**src/rtl/pipeline_sequencer_if.sv**
```systemverilog
// Pipeline-control bundle between the hazard/memory sources and the sequencer.
// The master side is the sequencer; the slave side is the datapath that consumes its enables.
interface pipeline_sequencer_if;
    logic       ihit;
    logic       dhit;
    logic       dmemREN_EX_MEM;
    logic       dmemWEN_EX_MEM;
    logic       memRead_ID_EX;
    logic [4:0] Rt_ID_EX;
    logic [4:0] Rs_IF_ID;
    logic [4:0] Rt_IF_ID;
    logic       branch_taken_EX;
    logic       halt_MEM;

    logic       pc_en;
    logic       en_IF_ID;
    logic       en_ID_EX;
    logic       en_EX_MEM;
    logic       en_MEM_WB;
    logic       flush_IF_ID;
    logic       flush_ID_EX;
    logic       dmem_req_en;
    logic       halt;

    modport master (
        input  ihit, dhit, dmemREN_EX_MEM, dmemWEN_EX_MEM, memRead_ID_EX,
               Rt_ID_EX, Rs_IF_ID, Rt_IF_ID, branch_taken_EX, halt_MEM,
        output pc_en, en_IF_ID, en_ID_EX, en_EX_MEM, en_MEM_WB,
               flush_IF_ID, flush_ID_EX, dmem_req_en, halt
    );

    modport slave (
        output ihit, dhit, dmemREN_EX_MEM, dmemWEN_EX_MEM, memRead_ID_EX,
               Rt_ID_EX, Rs_IF_ID, Rt_IF_ID, branch_taken_EX, halt_MEM,
        input  pc_en, en_IF_ID, en_ID_EX, en_EX_MEM, en_MEM_WB,
               flush_IF_ID, flush_ID_EX, dmem_req_en, halt
    );
endinterface

```
**src/rtl/pipeline_sequencer.sv**
```systemverilog
// Five-stage pipeline controller: memory-wait freeze, load-use bubble, branch squash, halt drain.
// Optional PIPE_PERF_CNT_EN adds saturating stall/flush counters.
module pipeline_sequencer #(
    parameter int unsigned DRAIN_CYCLES = 1,
    parameter int unsigned PERF_W       = 32
) (
    input  logic                      CLK,
    input  logic                      nRST,
    pipeline_sequencer_if.master      bus,
    output logic [1:0]                state_o
`ifdef PIPE_PERF_CNT_EN
    ,
    output logic [PERF_W-1:0]         stall_cnt,
    output logic [PERF_W-1:0]         flush_cnt
`endif
);

    localparam int unsigned CNT_W = (DRAIN_CYCLES > 1) ? $clog2(DRAIN_CYCLES) : 1;
    localparam logic [CNT_W-1:0] DRAIN_INIT = CNT_W'(DRAIN_CYCLES - 1);

    if (DRAIN_CYCLES < 1 || PERF_W < 1) begin : g_bad_param
        $error("pipeline_sequencer: DRAIN_CYCLES and PERF_W must be >= 1");
    end

    typedef enum logic [1:0] {
        S_RUN    = 2'd0,
        S_DRAIN  = 2'd1,
        S_HALTED = 2'd2
    } state_e;

    state_e           state_q, state_d;
    logic [CNT_W-1:0] drain_q, drain_d;
    logic             lat_q, lat_d;

    logic mem_op, mem_ok, adv, load_use;
    logic pc_en, en_if_id, en_id_ex, en_ex_mem, en_mem_wb;
    logic flush_if_id, flush_id_ex, dmem_req_en, halt;
    logic stall_evt;

    always_comb begin
        mem_op   = bus.dmemREN_EX_MEM | bus.dmemWEN_EX_MEM;
        // A data access completed in an earlier frozen cycle still counts as done.
        mem_ok   = ~mem_op | bus.dhit | lat_q;
        adv      = bus.ihit & mem_ok;
        load_use = bus.memRead_ID_EX & (bus.Rt_ID_EX != 5'd0) &
                   ((bus.Rt_ID_EX == bus.Rs_IF_ID) | (bus.Rt_ID_EX == bus.Rt_IF_ID));
    end

    always_comb begin
        state_d     = state_q;
        drain_d     = drain_q;
        lat_d       = lat_q;
        pc_en       = 1'b0;
        en_if_id    = 1'b0;
        en_id_ex    = 1'b0;
        en_ex_mem   = 1'b0;
        en_mem_wb   = 1'b0;
        flush_if_id = 1'b0;
        flush_id_ex = 1'b0;
        dmem_req_en = 1'b0;
        halt        = 1'b0;
        stall_evt   = 1'b0;

        case (state_q)
            S_RUN: begin
                dmem_req_en = ~lat_q;
                if (adv) begin
                    lat_d = 1'b0;
                end else if (bus.dhit) begin
                    lat_d = 1'b1;
                end

                if (!adv) begin
                    stall_evt = 1'b1;
                end else if (bus.halt_MEM) begin
                    en_mem_wb = 1'b1;
                    state_d   = S_DRAIN;
                    drain_d   = DRAIN_INIT;
                end else if (bus.branch_taken_EX) begin
                    pc_en       = 1'b1;
                    en_if_id    = 1'b1;
                    en_id_ex    = 1'b1;
                    en_ex_mem   = 1'b1;
                    en_mem_wb   = 1'b1;
                    flush_if_id = 1'b1;
                    flush_id_ex = 1'b1;
                end else if (load_use) begin
                    // Hold PC and IF/ID; ID/EX loads a bubble while older stages move on.
                    en_id_ex    = 1'b1;
                    en_ex_mem   = 1'b1;
                    en_mem_wb   = 1'b1;
                    flush_id_ex = 1'b1;
                    stall_evt   = 1'b1;
                end else begin
                    pc_en     = 1'b1;
                    en_if_id  = 1'b1;
                    en_id_ex  = 1'b1;
                    en_ex_mem = 1'b1;
                    en_mem_wb = 1'b1;
                end
            end
            S_DRAIN: begin
                en_mem_wb = 1'b1;
                if (drain_q == '0) begin
                    state_d = S_HALTED;
                end else begin
                    drain_d = drain_q - 1'b1;
                end
            end
            S_HALTED: begin
                halt = 1'b1;
            end
            default: begin
                state_d = S_RUN;
            end
        endcase
    end

    always_ff @(posedge CLK or negedge nRST) begin
        if (!nRST) begin
            state_q <= S_RUN;
            drain_q <= '0;
            lat_q   <= 1'b0;
        end else begin
            state_q <= state_d;
            drain_q <= drain_d;
            lat_q   <= lat_d;
        end
    end

    assign bus.pc_en       = pc_en;
    assign bus.en_IF_ID    = en_if_id;
    assign bus.en_ID_EX    = en_id_ex;
    assign bus.en_EX_MEM   = en_ex_mem;
    assign bus.en_MEM_WB   = en_mem_wb;
    assign bus.flush_IF_ID = flush_if_id;
    assign bus.flush_ID_EX = flush_id_ex;
    assign bus.dmem_req_en = dmem_req_en;
    assign bus.halt        = halt;
    assign state_o         = state_q;

`ifdef PIPE_PERF_CNT_EN
    logic [PERF_W-1:0] stall_q, flush_q;

    // Both counters saturate; HALTED produces no events so they hold there.
    always_ff @(posedge CLK or negedge nRST) begin
        if (!nRST) begin
            stall_q <= '0;
            flush_q <= '0;
        end else begin
            if (stall_evt && stall_q != '1) begin
                stall_q <= stall_q + 1'b1;
            end
            if (flush_if_id && flush_q != '1) begin
                flush_q <= flush_q + 1'b1;
            end
        end
    end

    assign stall_cnt = stall_q;
    assign flush_cnt = flush_q;
`else
    logic unused_stall;
    assign unused_stall = stall_evt;
`endif

endmodule

```
**src/flat_wrapper.sv**
```systemverilog
// flat-port wrapper written by rule: the top's interface ports become plain ports
module pipeline_sequencer_flat 
#(
    parameter int unsigned DRAIN_CYCLES = 1,
    parameter int unsigned PERF_W       = 32
)
  (CLK, nRST, state_o, bus_ihit, bus_dhit, bus_dmemREN_EX_MEM, bus_dmemWEN_EX_MEM, bus_memRead_ID_EX, bus_Rt_ID_EX, bus_Rs_IF_ID, bus_Rt_IF_ID, bus_branch_taken_EX, bus_halt_MEM, bus_pc_en, bus_en_IF_ID, bus_en_ID_EX, bus_en_EX_MEM, bus_en_MEM_WB, bus_flush_IF_ID, bus_flush_ID_EX, bus_dmem_req_en, bus_halt);
  pipeline_sequencer_if bus_i ();
  input  logic CLK;
  input  logic nRST;
  output logic [1:0] state_o;
  input wire logic [$bits(bus_i.ihit)-1:0] bus_ihit;
  input wire logic [$bits(bus_i.dhit)-1:0] bus_dhit;
  input wire logic [$bits(bus_i.dmemREN_EX_MEM)-1:0] bus_dmemREN_EX_MEM;
  input wire logic [$bits(bus_i.dmemWEN_EX_MEM)-1:0] bus_dmemWEN_EX_MEM;
  input wire logic [$bits(bus_i.memRead_ID_EX)-1:0] bus_memRead_ID_EX;
  input wire logic [$bits(bus_i.Rt_ID_EX)-1:0] bus_Rt_ID_EX;
  input wire logic [$bits(bus_i.Rs_IF_ID)-1:0] bus_Rs_IF_ID;
  input wire logic [$bits(bus_i.Rt_IF_ID)-1:0] bus_Rt_IF_ID;
  input wire logic [$bits(bus_i.branch_taken_EX)-1:0] bus_branch_taken_EX;
  input wire logic [$bits(bus_i.halt_MEM)-1:0] bus_halt_MEM;
  output wire logic [$bits(bus_i.pc_en)-1:0] bus_pc_en;
  output wire logic [$bits(bus_i.en_IF_ID)-1:0] bus_en_IF_ID;
  output wire logic [$bits(bus_i.en_ID_EX)-1:0] bus_en_ID_EX;
  output wire logic [$bits(bus_i.en_EX_MEM)-1:0] bus_en_EX_MEM;
  output wire logic [$bits(bus_i.en_MEM_WB)-1:0] bus_en_MEM_WB;
  output wire logic [$bits(bus_i.flush_IF_ID)-1:0] bus_flush_IF_ID;
  output wire logic [$bits(bus_i.flush_ID_EX)-1:0] bus_flush_ID_EX;
  output wire logic [$bits(bus_i.dmem_req_en)-1:0] bus_dmem_req_en;
  output wire logic [$bits(bus_i.halt)-1:0] bus_halt;
  assign bus_i.ihit = bus_ihit;
  assign bus_i.dhit = bus_dhit;
  assign bus_i.dmemREN_EX_MEM = bus_dmemREN_EX_MEM;
  assign bus_i.dmemWEN_EX_MEM = bus_dmemWEN_EX_MEM;
  assign bus_i.memRead_ID_EX = bus_memRead_ID_EX;
  assign bus_i.Rt_ID_EX = bus_Rt_ID_EX;
  assign bus_i.Rs_IF_ID = bus_Rs_IF_ID;
  assign bus_i.Rt_IF_ID = bus_Rt_IF_ID;
  assign bus_i.branch_taken_EX = bus_branch_taken_EX;
  assign bus_i.halt_MEM = bus_halt_MEM;
  assign bus_pc_en = bus_i.pc_en;
  assign bus_en_IF_ID = bus_i.en_IF_ID;
  assign bus_en_ID_EX = bus_i.en_ID_EX;
  assign bus_en_EX_MEM = bus_i.en_EX_MEM;
  assign bus_en_MEM_WB = bus_i.en_MEM_WB;
  assign bus_flush_IF_ID = bus_i.flush_IF_ID;
  assign bus_flush_ID_EX = bus_i.flush_ID_EX;
  assign bus_dmem_req_en = bus_i.dmem_req_en;
  assign bus_halt = bus_i.halt;
  pipeline_sequencer #(.DRAIN_CYCLES(DRAIN_CYCLES), .PERF_W(PERF_W)) u_core (.CLK(CLK), .nRST(nRST), .bus(bus_i), .state_o(state_o));
endmodule
```
**config.mk**
```make
export PLATFORM = sky130hd
export DESIGN_NAME = pipeline_sequencer_flat
export DESIGN_NICKNAME = d
export VERILOG_FILES = /design/src/rtl/pipeline_sequencer_if.sv /design/src/rtl/pipeline_sequencer.sv /design/src/flat_wrapper.sv
export SDC_FILE = /design/constraint.sdc
export NUM_CORES = 1
export LEC_CHECK = 0
export ABC_AREA = 1
export CAP_MARGIN = 20
export CELL_PAD_IN_SITES_DETAIL_PLACEMENT = 1
export CELL_PAD_IN_SITES_GLOBAL_PLACEMENT = 1
export CORE_MARGIN = 2
export CORE_UTILIZATION = 16
export CTS_CLUSTER_SIZE = 8
export DETAILED_ROUTE_END_ITERATION = 8
export PLACE_DENSITY = 0.77
export SLEW_MARGIN = 20
export SYNTH_ARGS = -nofsm -noshare
export SYNTH_HDL_FRONTEND = slang
export SYNTH_SLANG_ARGS = --single-unit
export TNS_END_PERCENT = 30
```
**constraint.sdc**
```tcl
create_clock -name CLK -period 1.3 [get_ports CLK]
set_input_delay 0.26 -clock CLK [delete_from_list [all_inputs] [get_ports CLK]]
set_output_delay 0.26 -clock CLK [all_outputs]
set_load 0.02 [all_outputs]
```
Word level (Yosys, flattened, before mapping):

Cells that the tools add are included.

* add/subtract/negate cells: 1
* multiply operators: 0
* divide/modulo/power cells: 0
* order comparisons: 0
* eq/ne operators: 7
* shift-type cells: 0
* mux-type cells: 31
* bitwise gates (word level): 10
* reductions and logical operators: 7

Operator list (count)
* 2-to-1 mux 1 bit: 25
* == test 5 bit: 2
* 2-to-1 mux 2 bit: 3
* case mux 2 bit (3 select lines): 1
* nonzero test 5 bit: 1
* inequality test 2 bit (second input constant): 2
* OR 1 bit: 4
* case mux 1 bit (2 select lines): 2
* AND reduction 4 bit: 1
* nonzero test 2 bit: 2
* AND 1 bit: 3
* inverter 1 bit: 3
* AND reduction 3 bit: 1
* == test 2 x 1 -> 1 bit (second input constant): 1
* == test 2 bit (second input constant): 1
* logical NOT 2 bit: 1
* inequality test 2 x 1 -> 1 bit (second input constant): 1
* AND reduction 2 bit: 1
* subtractor 1 bit (second input constant): 1

* bits in registers: 4
* bits in latches: 0
* bits in writable memories: 0
* bits in read-only memories: 0
* input port bits: 24
* output and inout bits: 11
* logic and storage cells: 59
* memories: 0

Longest topological paths before layout:

Gate-level depths: netlist of the first run.

* depth after elaboration: 8
* mapped depth: 10
* depth with buffers taken out: 9

Least setup slack after synthesis of the first run:

Ideal clock, no wire load.

* kind: register -> output
* start: reg u_core.state_q[1] (netlist: u_core.state_o[1])
* end: out bus_pc_en
* data arrival time: 1.422 ns
* data required time: 1.040 ns
* slack: -0.382 ns
* stages on the path, launching flop included: 7
* buffers on the path: 1
* cell sequence: dfrtp_1 nor2_1 nand3_2 nor2_4 nand2_2 nand2_1 buf_4

* cells in the longest elaborated chain, start to end: 2

RTL lines
* from (decl): RTL line pipeline_sequencer.sv:31 `state_e state_q, state_d;`
* from (signal assigned): RTL line pipeline_sequencer.sv:125 `state_q <= state_d;`
* logical NOT 2 bit
* 2-to-1 mux 1 bit
* to (decl): RTL line flat_wrapper.sv:22 `output wire logic [$bits(bus_i.pc_en)-1:0] bus_pc_en;`

No other way between the ends.

Worst setup path after layout of the first run:

* start: reg u_core.state_q[1] (netlist: u_core.state_o[1])
* end: out bus_en_IF_ID

* cells in the longest elaborated chain, start to end: 2

RTL lines
* logical NOT 2 bit: RTL line pipeline_sequencer.sv:64 `case (state_q)`
* 2-to-1 mux 1 bit: RTL line pipeline_sequencer.sv:64
* to (decl): RTL line flat_wrapper.sv:23 `output wire logic [$bits(bus_i.en_IF_ID)-1:0] bus_en_IF_ID;`

No other way between the ends.

==> results.md, run 1 <==
| Item | This run | Unit |
| --- | --- | --- |
| Status | finished, violations left | - |
| Failing checks | negative setup slack | - |
| TritonCTS Sinks | 3 | - |
| Final Slew Violations | 0 | - |
| Highest Clock Rate | 0.619 | GHz |
| Clock transition at path regs | 40 | ps |
| Yosys Warn Count | 0 | - |
| Final Hold Vio Count | 0 | - |
| Share of cells above drive strength 1 | 34.2 | % |
| First-pass GRT wire length | 2300 | µm |
| Core region area | 2450 | µm² |
| Number of diodes added for antenna fixing | 0 | - |
| Max transition margin | 87.8 | % |
| Starting density of the core | 16.9 | % |
| Register area | 77.6 | µm² |
| Max-cap violation count | 0 | - |
| Clock skew | 2.74 | ps |
| Count of H-tree levels built during CTS | 1 | - |
| CP Capture Type | primary output | - |
| Number of primary I/O pins | 35 | - |
| Maximum count of clock buffers along a single path | 2 | - |
| Worst slew pin tran | 183 | ps |
| Overall track demand over capacity in global routing | 11.0 | % |
| Flops & latches, synth | 3 | - |
| Total via count after detailed routing | 604 | - |
| Type of the worst setup path | register to primary output | - |
| Lkg Pwr | 0.509 | nW |
| Root buffer selected by CTS | clkbuf_4 | - |
| Clock latency of the later-clocked register in the worst-skew pair | 240 | ps |
| Worst slack after detailed placement | -959 | ps |
| Cts-stage hold buffer count | 0 | - |
| Largest fanout on the critical path | 5 | - |
| Final Net Count | 145 | - |
| Via count of the first global-routing pass | 589 | - |
| Die Span X | 54.9 | µm |
| # fillers | 337 | - |
| Antenna-violating nets left | 0 | - |
| CTS Buf Count | 3 | - |
| Netlist Area Pre-Place | 414 | µm² |
| Wire per inst | 9.80 | µm |
| Footprint of the multi-input gates | 295 | µm² |
| Proportion of power drawn by flip-flops and latches | 16.0 | % |
| P&R area growth vs syn | 109 | % |
| Register area share after synthesis | 18.1 | % |
| Pin count of the biggest net entering global routing | 6 | - |
| Input/output buffers | 34 | - |
| Critical path data arrival time | 1360 | ps |
| Mapped Nets | 103 | - |
| Maximum vdd drop | 714 | µV |
| Row count | 18 | - |
| Post-route setup slack | -316 | ps |
| Total Power Consumption | 0.00105 | W |
| Post-synthesis average cell area | 5.24 | µm² |
| Class of the tightest hold or removal check | input port to async pin | - |
| DRC viols | 0 | - |
| Total power per unit cell area | 1220 | nW/µm² |
| Internal power consumption | 0.000578 | W |
| Clk network pwr share | 15.9 | % |
| Placed wire-length estimate after detailed placement | 1330 | µm |
| Initial DRC count | 0 | - |
| Relative contribution of combinational cells to total power | 68.2 | % |
| Final setup violation count | 8 | - |
| Gpl congestion | 0.753 | - |
| Setup repair after global routing missed its margin | true | - |
| Antenna violations before repair | 0 | - |
| Net switching power | 0.000474 | W |
| # Post-CTS Setup Buffers | 0 | - |
| Fraction of power spent switching nets | 45.0 | % |
| CTS tree | done | - |
| Post-synthesis cell type count | 14 | - |
| Total length of routed wires | 1470 | µm |
| Cells after Synth | 79 | - |
| Grt ovf | 0 | - |
| Chip height | 54.9 | µm |
| Via count normalized by instance count | 4.03 | - |
| Number of cells on the worst reg-to-reg path | 5 | - |
| Area enclosed by the die boundary | 3010 | µm² |
| Required time worst endpoint | 1040 | ps |
| DR pass1 iterations | 1 | - |
| Shortest clock period the worst path allows after layout | 1620 | ps |
| Final Cycle Share | 124 | % |
| Type of origin of the critical path | register | - |
-- worst max-delay path, stage by stage (launching register included) --
cell and delay (ps):
dfrtp_2 410, nor2_4 140, nand3_4 90, nor2_4 200
nand2_2 90, nand2_4 80, buf_6 110
-- layout make-up --
| cell class | instances | area share (%) |
|---|---|---|
| well taps | 30 | 4.34 |
| multi-input cells | 53 | 34.2 |
| inverters | 21 | 9.41 |
| clock buffers | 4 | 3.04 |
| flip-flops and latches | 3 | 8.97 |
| repair buffers | 39 | 40.1 |
-- power groups by stage --
stage | Combinational (W) | Clock, W | Sequential (W)
final | 0.000717 | 0.000167 | 0.000168
after global routing | 0.000779 | 0.000182 | 0.000176
after CTS | 0.000662 | 0.000176 | 0.000165
after detailed placement | 0.000689 | 0 | 0.000158
after global placement | 0.000670 | 0 | 0.000156
after floorplan | 0.000318 | 0 | 0.000186
-- synthesized netlist by cell type --
master / n / share of area, %
nor2_1: 10 / 9.1
nor2_4: 1 / 2.7
nand4_1: 1 / 1.5
o211ai_2: 1 / 3.0
inv_1: 19 / 17
o21ai_0: 2 / 2.4
nand3_1: 3 / 3.6
xnor2_1: 2 / 4.2
dfrtp_1: 3 / 18
buf_4: 2 / 3.6
nand2_2: 2 / 3.0
inv_2: 2 / 1.8
nand2_1: 30 / 27
nand3_2: 1 / 2.4
-- sequential cells by signal, indices dropped and copies added, names as in the netlist --
| register | cells |
|---|---|
| u_core.lat_q | 1 |
| u_core.state_o | 2 |
-- stage by stage --
| step | setup TNS [ps] | utilization [%] | std cells | cell area, µm² | hold slack (ps) |
|---|---|---|---|---|---|
| 4_1_cts | -2020 | 34.1 | 150 | 837 | 197 |
| 3_3_place_gp | -6370 | 33.8 | 146 | 830 | 452 |
| 3_5_place_dp | -6630 | 33.8 | 146 | 830 | 455 |
| 2_1_floorplan | -929 | - | 79 | 433 | -35.6 |
| 5_1_grt | -2480 | 35.2 | 150 | 865 | 205 |
| 6_report | -1890 | 35.2 | 150 | 865 | 201 |
-- final timing paths --
check | to | slack, ps | startpoint
max in group asynchronous | u_core.state_o[0] | 940 | nRST
setup / recovery | bus_en_IF_ID | -320 | u_core.state_o[1]
hold reg to reg | u_core.lat_q | 630 | u_core.lat_q
min in group CLK | u_core.lat_q | 580 | bus_dhit
setup reg to reg | u_core.lat_q | 290 | u_core.state_o[1]
hold / removal | u_core.lat_q | 200 | nRST
-- cell usage in the layout, fill, tap and decap left out, drive strengths merged --
| cell | netlist | layout |
|---|---|---|
| clkdlybuf4s50 | 0 | 5 |
| nand4 | 1 | 1 |
| nand3 | 4 | 4 |
| clkdlybuf4s15 | 0 | 2 |
| dlygate4sd2 | 0 | 16 |
| clkbuf | 0 | 4 |
| buf | 2 | 16 |
| dfrtp | 3 | 3 |
| inv | 21 | 21 |
| o211ai | 1 | 1 |
| o21ai | 2 | 2 |
| nand2 | 32 | 32 |
| nor2 | 11 | 11 |
| xnor2 | 2 | 2 |
-- cell families after synthesis --
group	count (synthesis)	share of synthesized area [%]
AOI/OAI and AO/OA	3	5.44
xor gates and xnor gates	2	4.23
buffers and inverters	23	22.7
DFF	3	18.1
and+or+nand+nor	48	49.5
-- repair_timing --
action | in CTS | in global routing
gates resized for setup | 82 | 11
endpoints found under the setup margin | 11 | 9
cloned | 0 | 0
pin swaps | 17 | 8
-- routing by layer --
metal | GRT usage, % | up-vias | routed length [µm]
met1 | 9.82 | 271 | 467
met3 | 2.73 | 2 | 133
met2 | 22.4 | 23 | 851
met5 | 0 | - | 0
li1 | - | 308 | -
met4 | 5.00 | 0 | 17
Power figures use the tool's default switching activity.
==> run 2, diff against run 1 <==
--- a/config.mk
+++ b/config.mk
@@ -11,6 +11,7 @@
 export CELL_PAD_IN_SITES_GLOBAL_PLACEMENT = 1
 export CORE_MARGIN = 2
 export CORE_UTILIZATION = 16
+export CTS_CLUSTER_DIAMETER = 50
 export CTS_CLUSTER_SIZE = 8
 export DETAILED_ROUTE_END_ITERATION = 8
 export PLACE_DENSITY = 0.77
==> results of run 2 <==
Final layout, timing and power as in run 1 (identical DEF).
==> run 3, diff against run 2 <==
--- a/config.mk
+++ b/config.mk
@@ -15,6 +15,8 @@
 export CTS_CLUSTER_SIZE = 8
 export DETAILED_ROUTE_END_ITERATION = 8
 export PLACE_DENSITY = 0.77
+export SKIP_CTS_REPAIR_TIMING = 1
+export SKIP_LAST_GASP = 1
 export SLEW_MARGIN = 20
 export SYNTH_ARGS = -nofsm -noshare
 export SYNTH_HDL_FRONTEND = slang
==> run 3 against run 2 <==
Effect of this change: the run still ends with negative setup slack left; flip-flop and latch count stayed put; sequential share of layout area is 0.90 points lower; clock skew hardly changed; routed wire length is 4.6% higher; total power is 1.9% lower; clock power hardly changed; largest power group unchanged; highest routed layer unchanged.
==> results.md, run 3 (synthesized netlist as in run 1, its figures left out) <==
| Item | This run | Unit |
| --- | --- | --- |
| Highest Clock Rate | 0.625 | GHz |
| Critical path data arrival time | 1340 | ps |
| Wire per inst | 10.3 | µm |
| Total Power Consumption | 0.00103 | W |
| Number of primary I/O pins | 35 | - |
| First-pass GRT wire length | 2280 | µm |
| Clk network pwr share | 16.1 | % |
| Placed wire-length estimate after detailed placement | 1330 | µm |
| Count of buffer and inverter cells on the critical path | 1 | - |
| Setup tns final | -2770 | ps |
| Class of the tightest hold or removal check | input port to async pin | - |
| Setup repair after global routing missed its margin | true | - |
| Clock transition at path regs | 40 | ps |
| Lkg Pwr | 0.721 | nW |
| CP Capture Type | primary output | - |
| Final Slew Violations | 0 | - |
| Most common library cell in the layout ignoring fill and taps | nand2_1 | - |
| Largest register FFs | 2 | - |
| Failing checks | negative setup slack | - |
| Share of cells above drive strength 1 | 25.8 | % |
| Clock skew | 2.30 | ps |
| CTS Buf Count | 3 | - |
| Cell type of the slowest stage on the worst timing path | dfrtp_2 | - |
| Starting density of the core | 16.9 | % |
| Total length of routed wires | 1540 | µm |
| Core region area | 2450 | µm² |
| Commonest cells after routing, fill and taps aside | nand2_1 (26), dlymetal6s2s_1 (23), inv_1 (18) | - |
| Type of origin of the critical path | register | - |
| Number of placed cells counting well taps | 146 | - |
| Net switching power | 0.000445 | W |
| Gpl congestion | 0.753 | - |
| Root buffer selected by CTS | clkbuf_4 | - |
| Type of the worst setup path | register to primary output | - |
| Die Span X | 54.9 | µm |
| Area enclosed by the die boundary | 3010 | µm² |
| Fin cells | 150 | - |
| Initial DRC count | 3 | - |
| Maximum count of clock buffers along a single path | 2 | - |
| Total via count after detailed routing | 606 | - |
| Overall track demand over capacity in global routing | 11.0 | % |
| Input/output buffers | 34 | - |
| Count of H-tree levels built during CTS | 1 | - |
| Row count | 18 | - |
| Via count of the first global-routing pass | 578 | - |
| Final setup violation count | 11 | - |
| CTS tree | done | - |
| Critical-path cell list | nor2_4 -> nand3_4 -> nor2_4 -> nand2_4 -> nand2_4 -> buf_6 | - |
| Category of cells accounting for the largest share of critical-path delay | simple AND/OR/NAND/NOR gates | - |
| Via count normalized by instance count | 4.04 | - |
| Max-cap violation count | 0 | - |
| Required time worst endpoint | 1040 | ps |
| Final Hold Vio Count | 0 | - |
| P&R area growth vs syn | 132 | % |
| Fraction of power spent switching nets | 43.1 | % |
| Antenna violations before repair | 0 | - |
| Proportion of power drawn by flip-flops and latches | 15.9 | % |
| Final Cycle Share | 123 | % |
| DRC viols | 0 | - |
| TritonCTS Sinks | 3 | - |
| Post-route setup slack | -301 | ps |
| Total power per unit cell area | 1070 | nW/µm² |
| Chip height | 54.9 | µm |
| Max transition margin | 83.8 | % |
| Worst slack after detailed placement | -959 | ps |
| Clock latency of the later-clocked register in the worst-skew pair | 240 | ps |
| Final Net Count | 145 | - |
| Largest fanout on the critical path | 5 | - |
| DR pass1 iterations | 2 | - |
| Pin count of the biggest net entering global routing | 6 | - |
| Hold Worst Slack | 203 | ps |
| Maximum vdd drop | 727 | µV |
| Worst slew pin tran | 242 | ps |
| Status | finished, violations left | - |
| Crit-path max cell delay | 410 | ps |
| Shortest clock period the worst path allows after layout | 1600 | ps |
| Number of diodes added for antenna fixing | 0 | - |
| Grt ovf | 0 | - |
| Antenna-violating nets left | 0 | - |
| Internal power consumption | 0.000587 | W |
| Relative contribution of combinational cells to total power | 68.1 | % |
==> run 3: per-layer routing <==
| layer | track usage [%] | part of all wire [%] | routed length, µm | up-vias |
|---|---|---|---|---|
| met5 | 0 | 0 | 0 | - |
| met4 | 5.00 | 0.91 | 14 | 0 |
| met3 | 3.55 | 8.7 | 134 | 2 |
| met2 | 22.6 | 60 | 916 | 23 |
| met1 | 9.17 | 31 | 473 | 276 |
| li1 | - | - | - | 305 |
==> run 3: path summary, 6_finish.rpt <==
path,start,slack (ps),to,cells past startpoint
min in group CLK,bus_dhit,470,u_core.lat_q,5
setup / recovery,u_core.state_o[0],-300,bus_en_IF_ID,6
max in group asynchronous,nRST,940,u_core.state_o[0],1
hold / removal,nRST,200,u_core.lat_q,1
setup reg to reg,u_core.state_o[0],290,u_core.lat_q,5
hold reg to reg,u_core.lat_q,630,u_core.lat_q,4
==> run 3: final cells by class <==
| class | instances | area (µm²) |
|---|---|---|
| clock buffer | 4 | 26.3 |
| sequential | 3 | 77.6 |
| timing repair buffer | 39 | 440 |
| inverter | 21 | 78.8 |
| multi-input combinational | 53 | 300 |
| tap | 30 | 37.5 |
| fill | 312 | 1490 |
==> run 3: metrics by stage <==
step,utilization [%],instance area [µm²]
finish,39.1,961
global route,39.1,961
floorplan,-,433
detailed placement,33.8,830
global placement,33.8,830
CTS,34.9,856
==> run 3: power groups by stage <==
stage          Sequential (W)  Clock [W]  Combinational (W)
6_report             0.000164   0.000166           0.000702
3_3_place_gp         0.000156          0           0.000670
2_1_floorplan        0.000186          0           0.000318
4_1_cts              0.000157   0.000176           0.000697
5_1_grt              0.000171   0.000186           0.000763
3_5_place_dp         0.000158          0           0.000689
